## src/rtl/cpu_sequencer.sv

```systemverilog
// cpu_sequencer: multi-cycle instruction sequencer.
// Walks each instruction through FETCH, DECODE, DEC_WAIT, EXECUTE, optional
// MEMORY and WRITEBACK, driving the fetch/decode/execute/data-memory/register-
// file handshakes and maintaining the program counter.
// Optional feature macro: CPU_SEQ_COND_CHECK_EN -- when defined, DEC_WAIT
// checks the instruction condition field against nzcv and skips on failure.
module cpu_sequencer (
  input  logic        clk,
  input  logic        rst_n,
  input  logic        run,
  output logic        imem_req,
  output logic [31:0] imem_addr,
  input  logic        imem_ack,
  input  logic [31:0] imem_rdata,
  output logic [31:0] instr,
  output logic        dec_enable,
  input  logic        dec_valid,
  input  logic        dec_mem_read,
  input  logic        dec_mem_write,
  output logic        exe_enable,
  output logic        dmem_req,
  output logic        dmem_we,
  input  logic        dmem_ack,
  output logic        rf_we,
  output logic [31:0] pc,
  input  logic [3:0]  nzcv,
  output logic        busy
);

  typedef enum logic [2:0] {
    IDLE,
    FETCH,
    DECODE,
    DEC_WAIT,
    EXECUTE,
    MEMORY,
    WRITEBACK
  } state_t;

  state_t      state;
  state_t      next_state;
  logic        cond_ok;
  logic        mem_read_q;
  logic        is_branch;
  logic        wb_writes_rf;
  logic [31:0] branch_offset;
  logic        imem_req_d;
  logic        dec_enable_d;
  logic        exe_enable_d;
  logic        dmem_req_d;
  logic        dmem_we_d;
  logic        rf_we_d;

  assign imem_addr     = pc;
  assign busy          = (state != IDLE);
  assign is_branch     = (instr[27:25] == 3'b101);
  assign branch_offset = {{6{instr[23]}}, instr[23:0], 2'b00};

  // Loads are only known once MEMORY is reached, so the latched read flag is
  // qualified with the state that hands over to WRITEBACK.
  assign wb_writes_rf  = (instr[27:26] == 2'b00)
                       || ((state == MEMORY) && mem_read_q)
                       || (is_branch && instr[24]);

`ifdef CPU_SEQ_COND_CHECK_EN
  logic flag_n;
  logic flag_z;
  logic flag_c;
  logic flag_v;

  assign flag_n = nzcv[3];
  assign flag_z = nzcv[2];
  assign flag_c = nzcv[1];
  assign flag_v = nzcv[0];

  // Evaluate the condition field of the latched instruction against the flags
  always_comb begin
    cond_ok = 1'b0;
    case (instr[31:28])
      4'h0:    cond_ok = flag_z;
      4'h1:    cond_ok = !flag_z;
      4'h2:    cond_ok = flag_c;
      4'h3:    cond_ok = !flag_c;
      4'h4:    cond_ok = flag_n;
      4'h5:    cond_ok = !flag_n;
      4'h6:    cond_ok = flag_v;
      4'h7:    cond_ok = !flag_v;
      4'h8:    cond_ok = flag_c && !flag_z;
      4'h9:    cond_ok = !flag_c || flag_z;
      4'hA:    cond_ok = (flag_n == flag_v);
      4'hB:    cond_ok = (flag_n != flag_v);
      4'hC:    cond_ok = !flag_z && (flag_n == flag_v);
      4'hD:    cond_ok = flag_z || (flag_n != flag_v);
      4'hE:    cond_ok = 1'b1;
      default: cond_ok = 1'b0;
    endcase
  end
`else
  logic unused_nzcv;

  assign cond_ok     = 1'b1;
  assign unused_nzcv = ^nzcv;
`endif

  // Next-state selection plus the next values of the registered strobes
  always_comb begin
    next_state = state;
    case (state)
      IDLE:      if (run) next_state = FETCH;
      FETCH:     if (imem_ack) next_state = DECODE;
      DECODE:    next_state = DEC_WAIT;
      DEC_WAIT: begin
        if (dec_valid && cond_ok) next_state = EXECUTE;
        else                      next_state = run ? FETCH : IDLE;
      end
      EXECUTE:   next_state = (dec_mem_read || dec_mem_write) ? MEMORY : WRITEBACK;
      MEMORY:    if (dmem_ack) next_state = WRITEBACK;
      WRITEBACK: next_state = run ? FETCH : IDLE;
      default:   next_state = IDLE;
    endcase

    imem_req_d   = (next_state == FETCH);
    dec_enable_d = (next_state == DECODE);
    exe_enable_d = (next_state == EXECUTE);
    dmem_req_d   = (next_state == MEMORY);
    dmem_we_d    = (next_state == MEMORY)
                 && ((state == EXECUTE) ? dec_mem_write : dmem_we);
    rf_we_d      = (next_state == WRITEBACK) && wb_writes_rf;
  end

  // State register and registered strobes, all cleared asynchronously
  always_ff @(posedge clk or negedge rst_n) begin
    if (!rst_n) begin
      state      <= IDLE;
      imem_req   <= 1'b0;
      dec_enable <= 1'b0;
      exe_enable <= 1'b0;
      dmem_req   <= 1'b0;
      dmem_we    <= 1'b0;
      rf_we      <= 1'b0;
    end else begin
      state      <= next_state;
      imem_req   <= imem_req_d;
      dec_enable <= dec_enable_d;
      exe_enable <= exe_enable_d;
      dmem_req   <= dmem_req_d;
      dmem_we    <= dmem_we_d;
      rf_we      <= rf_we_d;
    end
  end

  // Instruction latch, load flag capture and program counter advance
  always_ff @(posedge clk or negedge rst_n) begin
    if (!rst_n) begin
      instr      <= 32'd0;
      pc         <= 32'd0;
      mem_read_q <= 1'b0;
    end else begin
      if ((state == FETCH) && imem_ack) instr <= imem_rdata;
      if (state == EXECUTE) mem_read_q <= dec_mem_read;
      if ((state == DEC_WAIT) && !(dec_valid && cond_ok)) begin
        pc <= pc + 32'd4;
      end else if (state == WRITEBACK) begin
        pc <= is_branch ? (pc + 32'd8 + branch_offset) : (pc + 32'd4);
      end
    end
  end

endmodule

```

## config.mk

```make
export PLATFORM = sky130hd
export DESIGN_NAME = cpu_sequencer
export DESIGN_NICKNAME = d
export VERILOG_FILES = /design/src/rtl/cpu_sequencer.sv
export SDC_FILE = /design/constraint.sdc
export NUM_CORES = 1
export LEC_CHECK = 0
export CAP_MARGIN = 20
export CORE_MARGIN = 8
export CORE_UTILIZATION = 55
export DETAILED_ROUTE_END_ITERATION = 10
export DONT_BUFFER_PORTS = 1
export GPL_TIMING_DRIVEN = 0
export PLACE_DENSITY = 0.77
export SLEW_MARGIN = 30
export SYNTH_ARGS = -nofsm -noshare
export SYNTH_HDL_FRONTEND = slang
export SYNTH_SLANG_ARGS = --single-unit
```

## constraint.sdc

```tcl
create_clock -name clk -period 7.2 [get_ports clk]
set_input_delay 1.8 -clock clk [delete_from_list [all_inputs] [get_ports clk]]
set_output_delay 1.8 -clock clk [all_outputs]
set_load 0.02 [all_outputs]
```

# Yosys cells after proc, flatten, opt, wreduce, memory -nomap -nowiden
# Cells that the tools add are included.
totals:
  reg_bits: 74
  input_bits: 44
  out_inout_bits: 103
op_classes:
  addsub: 3
  n_eq_ne: 12
  mux: 11
  n_reduce_logical: 14
ops:
  columns: ["cell", "count"]
  rows:
  - ["$mux W32", 3]
  - ["$add A32 B3 Y32 const B", 1]
  - ["$add A32 B32 Y32", 1]
  - ["$add A32 B4 Y32 const B", 1]
  - ["$eq A3 B3 Y1 const B", 7]
  - ["$pmux W3 S7", 1]
  - ["$mux W3", 4]
  - ["$eq A3 B2 Y1 const B", 3]
  - ["$eq A3 B1 Y1 const B", 2]
  - ["$logic_and A1 B1 Y1", 6]
  - ["$logic_not A3 Y1", 1]
  - ["$logic_or A1 B1 Y1", 3]
  - ["$reduce_bool A3 Y1", 1]
  - ["$logic_not A2 Y1", 1]
  - ["$mux W1", 2]
  - ["$mux W2", 1]
  - ["$reduce_bool A2 Y1", 1]
  - ["$logic_not A1 Y1", 1]

# Depth between registers and ports, before layout
# Gate-level depths: netlist of the first run.
logic_depth:
  word_depth: 5
  mapped_depth: 13
  depth_no_buf: 13

# Worst setup path after synthesis of the first run
# Ideal clock, no wire load.
synth_path:
  kind: "register to register"
  startpoint: "reg pc[3] (netlist: imem_addr[3])"
  endpoint: "reg pc[29] (netlist: imem_addr[29])"
  setup_time_ns: 0.094
  arrival_time_ns: 3.306
  t_required_ns: 7.106
  slack_ns: 3.800
  stages_incl_launch_ff: 14
  n_path_buf: 0
  cell_sequence: "dfrtp_1 -> inv_1 -> ha_1 -> inv_1 -> ha_1 -> fa_1 -> a21o_1 -> a221oi_2 -> o21bai_2 -> or3_1 -> a221oi_2 -> o221ai_1 -> xnor2_1 -> a211oi_1"
synth_via:
  elab_chain_len: 5
synth_lines:
  columns: ["element", "line", "source"]
  rows:
  - ["start: declaration", "25", "output logic [31:0] pc,"]
  - ["start signal: assignment", "162", "pc <= pc + 32'd4;"]
  - ["start signal: assignment", "164", "pc <= is_branch ? (pc + 32'd8 + branch_offset) : (pc + 32'd4);"]
  - ["$add A32 B4 Y32", "164", null]
  - ["$add A32 B32 Y32", "164", null]
  - ["$mux W32", "164", null]
  - ["$mux W32", "163", "end else if (state == WRITEBACK) begin"]
  - ["$mux W32 (*)", "161", "if ((state == DEC_WAIT) && !(dec_valid && cond_ok)) begin"]
# Mark *: on every way between the ends. The rest lies on a longest branch, timed or not. The select of a mux whose other input is x is not followed.
# A chain may end at the register's enable or synchronous reset.

# Worst setup path in the final report of the first run
# Same ends and word-level chain as after synthesis.

==> results of run 1 <==
sequential cells by signal, summed over array words and instances, names as in the netlist:
| signal | count |
|---|---|
| dec_enable | 1 |
| dmem_req | 1 |
| dmem_we | 1 |
| exe_enable | 1 |
| imem_addr | 30 |
| imem_req | 1 |
| instr | 32 |
| mem_read_q | 1 |
| rf_we | 1 |
| state | 3 |
synth_stat cells, drive strengths merged (2+ instances only):
master | count | area, um2
dfrtp | 72 | 1800
a21oi | 59 | 295
ha | 58 | 726
nand2 | 46 | 173
nor2 | 40 | 150
o21ai | 40 | 200
buf | 38 | 274
mux2 | 32 | 360
inv | 19 | 71.3
nand3 | 19 | 95.1
clkbuf | 18 | 67.6
nand4 | 16 | 100
xnor2 | 16 | 140
a21o | 15 | 113
a31oi | 11 | 68.8
nor3 | 9 | 45.0
o22ai | 8 | 50.1
xor2 | 8 | 70.1
and3 | 7 | 43.8
nand2b | 7 | 43.8
nor2b | 6 | 37.5
o211ai | 6 | 45.0
o21bai | 5 | 41.3
a211oi | 4 | 30.0
or2 | 4 | 25.0
or3 | 4 | 25.0
a221oi | 3 | 38.8
a41oi | 3 | 26.3
mux2i | 3 | 30.0
nor3b | 3 | 22.5
nor4 | 3 | 25.0
o21a | 3 | 22.5
a221o | 2 | 20.0
a311oi | 2 | 17.5
a31o | 2 | 17.5
and2 | 2 | 12.5
o221ai | 2 | 17.5
o31ai | 2 | 15.0
through the flow:
stage                     cells  utilization [%]  hold slack, ns
final                       767             60.4           0.516
after floorplan             618                -           0.481
after detailed placement    751             58.4           0.497
after CTS                   767             60.4           0.518
after global placement      751             58.3           0.491
after global routing        767             60.4           0.530
layout make-up:
class	instances	area (um2)
flip-flops and latches	72	1800
well taps	133	166
inverters	19	71.3
fillers	870	3870
clock inverters	7	72.6
clock buffers	9	124
plain buffers	56	342
multi-input cells	471	3330
critical path: stages, from the launching register on:
cell      delay (ns)
dfrtp_1         0.59
inv_1           0.09
ha_1            0.28
inv_1           0.04
ha_1            0.23
fa_1            0.41
a21o_1          0.21
a221oi_2        0.39
o21bai_2        0.20
or3_1           0.40
a221oi_2        0.47
o221ai_1        0.23
xnor2_1         0.16
a211oi_1        0.23
logic make-up (layout without fill, tap and decap cells):
kind of cell | after synthesis | in the layout | synth area share, %
compound gates | 179 | 179 | 20.4
xor+xnor | 24 | 24 | 3.81
fa+ha+maj | 59 | 59 | 13.5
buf+inv | 75 | 91 | 7.48
flops | 72 | 72 | 32.6
mux | 35 | 35 | 7.07
other cells | 1 | 4 | 0.0679
simple gates | 170 | 170 | 15.0
worst max path at each step:
stage | start | end | slack (ns) | cells after the start
finish | imem_addr[3] | imem_addr[29] | 3.17 | 13
global route | imem_addr[3] | imem_addr[29] | 2.99 | 13
CTS | imem_addr[3] | imem_addr[29] | 3.26 | 13
detailed placement | imem_addr[3] | imem_addr[29] | 3.31 | 13
global placement | imem_addr[3] | imem_addr[29] | 3.37 | 13
floorplan | imem_addr[3] | imem_addr[29] | 3.80 | 13
layer usage:
| layer | wire [um] | up-vias | part of all wire [%] | track usage (%) |
|---|---|---|---|---|
| li1 | - | 2270 | - | - |
| met1 | 6330 | 2386 | 40 | 28.3 |
| met2 | 7800 | 224 | 50 | 40.1 |
| met3 | 1280 | 27 | 8.1 | 6.36 |
| met4 | 305 | 0 | 1.9 | 9.59 |
| met5 | 0 | - | 0 | 0 |
==> flow_summary_export.csv, run 1 <==
group,metric,value,unit
timing,tns,0,ns
critical_path,critPathArrivalTime,4.32,ns
synth,netlist_area,5520,um2
critical_path,regToRegSetupSlack,3.17,ns
timing,hold_viol_final,0,
global_route,overflow,0,
synth,synth-seq-cells,72,
cts,clock_sinks,72,
timing,rsz0062_at_grt,"no",
layout,layout_common_cells,"dfrtp_1 (72), a21oi_1 (59), ha_1 (58), nand2_1 (46), nor2_1 (40)",
timing,period_needed,4.03,ns
placed_design,io_buffers,0,
global_route,track_usage,23.8,%
die,coreArea,9770,um2
timing,final-setup-viol-count,0,
drt,wl,15700,um
die,die_x,116,um
cts,tritoncts,"yes",
critical_path,r2r-end,"imem_addr[29]",
placed_design,gp_congestion,0.932,
min_path,worstHoldStart,"mem_read_q",
critical_path,ff2ff_path_depth,13,
synth,synth_area_per_cell,8.98,um2
drt,dr.pass1.iters,5,
timing,finalCritPeriodShare,55.9,%
die,start_util,56.5,%
cts,path_clk_slew,0.08,ns
die,die_y,116,um
die,floorplan.rows,36,
timing,max_slew_margin,45.4,%
timing,fmax,0.248,GHz
layout,fin_nets,732,
synth,synth_cells,615,
synth,synth_seq_area_share,32.6,%
placed_design,post-place-ws,3.31,ns
timing,setup_ws,3.17,ns
layout,final_layout_size_suffix_gt1_share,15.5,%
cts,cts_max_level,3,
min_path,min_delay_path_depth,1,
drt,num_vias,4907,
placed_design,hpwl,11800,um
critical_path,end_kind,"flip-flop",
run,maxCapViolCount,0,
cts,cts_hold_buf,0,
synth,ys_types,62,
min_path,holdPathEnd,"mem_read_q",
timing,timing.final.max_slew_violations,0,
cts,clockRootBuffer,"clkbuf_8",
layout,diodes,0,
critical_path,crit_type,"reg -> reg",
timing,skew,0.00891,ns
die,dieArea,13500,um2
drt,wl_per_cell,20.5,um
timing,worst_pin_slew,0.813,ns
die,ios,147,
layout,areaGrowthSynthToFinish,6.98,%
layout,layout_commonest_cell,"dfrtp_1",
drt,antenna_left,0,
cts,insertion_delay,0.38,ns
synth,synthFlopType,"dfrtp_1",
status,outcome,"complete, no violations",
drt,avgViaCountPerCell,6.40,
global_route,grt_pass1_wl,25200,um
cts,cts_buffer_depth,2,
cts,post_cts_buffers,0,
drt,drt_first_iter_violations,307,
critical_path,rr_startpoint,"imem_addr[3]",
synth,yosys_warnings,0,
critical_path,critPathMaxFanout,7,
min_path,hp-class,"reg -> reg",
synth,async_flop_share,100,%
global_route,grt_max_degree,73,
cts,cts_resized,0,
synth,synth_edf_count,0,
layout,design_area,5910,um2
drt,drc,0,
global_route,antenna_found_initial,0,
placed_design,dpl-instance-area,5710,um2
critical_path,cp-start-kind,"flip-flop",
global_route,grt_pass1_vias,4914,
critical_path,required,7.49,ns
cts,numCtsBuffers,9,
Power of run 1 is left out: the tool's default activity adds up to more than one toggle a clock period on the data nets, which glitch-free logic cannot reach.
==> run 2: changes to the inputs <==
- clock period: 7.2 -> 4.22 ns (I/O delays scaled with it)
==> run 2 against run 1 <==
Effect of this change:
- utilization is the same
- worst setup slack lost 2.9 ns
- clock skew shrank 0.0013 ns
- critical path type unchanged
- non-clock buffer count is the same
- die area is the same
==> flow_summary_export.csv, run 2 (synthesized netlist as in run 1, its figures left out) <==
group,metric,value,unit
drt,dr.pass1.iters,5,
layout,layout_commonest_cell,"dfrtp_1",
die,dieArea,13500,um2
cts,insertion_delay,0.37,ns
cts,numCtsBuffers,9,
layout,layout_common_cells,"dfrtp_1 (72), a21oi_1 (59), ha_1 (58), nand2_1 (46), nor2_1 (40)",
critical_path,crit_chain,"inv_1, ha_1, inv_1, ha_1, fa_1, a21o_1, a221oi_2, o21bai_2, or3_1, a221oi_2, o221ai_1, xnor2_1, a211oi_1",
die,coreArea,9770,um2
critical_path,cp-start-kind,"flip-flop",
timing,finalCritPeriodShare,94.1,%
timing,skew,0.00759,ns
layout,areaGrowthSynthToFinish,6.98,%
timing,timing.final.max_slew_violations,0,
critical_path,cp_slowest_cell,"dfrtp_1",
cts,cts_buffer_depth,2,
global_route,track_usage,23.8,%
critical_path,crit_type,"reg -> reg",
timing,max_slew_margin,45.7,%
layout,multi_input_area,3330,um2
global_route,grt_pass1_wl,25200,um
drt,drt_first_iter_violations,312,
drt,avgViaCountPerCell,6.35,
timing,fmax,0.252,GHz
global_route,antenna_found_initial,0,
die,floorplan.rows,36,
cts,path_clk_slew,0.08,ns
placed_design,gp_congestion,0.932,
drt,antenna_left,0,
die,die_x,116,um
critical_path,end_kind,"flip-flop",
min_path,hp-class,"in -> async",
run,maxCapViolCount,0,
placed_design,io_buffers,0,
timing,period_needed,3.97,ns
critical_path,cp_slowest_stage_delay,0.59,ns
die,die_y,116,um
cts,cts_max_level,3,
die,start_util,56.5,%
timing,final-setup-viol-count,0,
drt,drc,0,
critical_path,critPathArrivalTime,4.25,ns
timing,worst_pin_slew,0.807,ns
layout,largest_register_ff_count,32,
layout,diodes,0,
global_route,overflow,0,
layout,fin_nets,732,
placed_design,hpwl,11800,um
timing,tns,0,ns
drt,wl,15600,um
layout,final_layout_size_suffix_gt1_share,15.5,%
global_route,grt_max_degree,73,
drt,num_vias,4871,
cts,clock_sinks,72,
critical_path,regToRegSetupSlack,0.25,ns
cts,post_cts_buffers,0,
die,ios,147,
cts,tritoncts,"yes",
layout,seq_area,1800,um2
critical_path,critPathMaxFanout,7,
drt,wl_per_cell,20.4,um
layout,fillers,870,
timing,rsz0062_at_grt,"no",
critical_path,required,4.50,ns
cts,clockRootBuffer,"clkbuf_8",
cts,cts_resized,0,
status,outcome,"complete, no violations",
cts,cts_hold_buf,0,
layout,regMostFlops,"instr",
timing,hold_viol_final,0,
global_route,grt_pass1_vias,4925,
[run 2: cell counts in the layout (fill, tap and decap cells not counted)]
Identical to the previous run, type by type.
[run 2: layer usage]
layer / part of all wire [%] / global-route usage, %
met4: 2.3 / 10.1
met1: 40 / 28.2
met3: 8.4 / 6.36
met2: 49 / 39.9
met5: 0 / 0
[run 2: final timing paths]
| kind | start | end | cells after the start |
|---|---|---|---|
| worst max register to register | imem_addr[3] | imem_addr[29] | 13 |
| worst min register to register | mem_read_q | mem_read_q | 1 |
| worst min-delay path | rst_n | instr[12] | 0 |
| min in group clk | mem_read_q | mem_read_q | 1 |
| max in group asynchronous | rst_n | instr[29] | 0 |
| worst max-delay path | imem_addr[3] | imem_addr[29] | 13 |
[run 2: cell type report]
type                            count  area share [%]
Inverter                           19            1.21
Tap cell                          133            2.82
Clock inverter                      7            1.23
Multi-Input combinational cell    471            56.4
Buffer                             56            5.78
Sequential cell                    72            30.5
Clock buffer                        9            2.10
[run 2: metrics by stage]
step	utilization, %	hold WS, ns	area [um2]	setup slack [ns]	instances
6_report	60.4	0.372	5910	0.251	767
5_1_grt	60.4	0.347	5910	0.0575	767
4_1_cts	60.4	0.367	5910	0.284	767
3_5_place_dp	58.4	0.497	5710	0.330	751
3_3_place_gp	58.3	0.491	5700	0.390	751
2_1_floorplan	-	0.481	5530	0.820	618
[run 2: worst max-delay path, delay by kind of cell, from the launching register on]
family	cells	cell delay [ns]
compound gates	6	1.68
simple gates	1	0.40
xor+xnor	1	0.16
flops	1	0.59
buf+inv	2	0.13
fa+ha+maj	3	0.92
Power of run 2 is left out for the same reason.
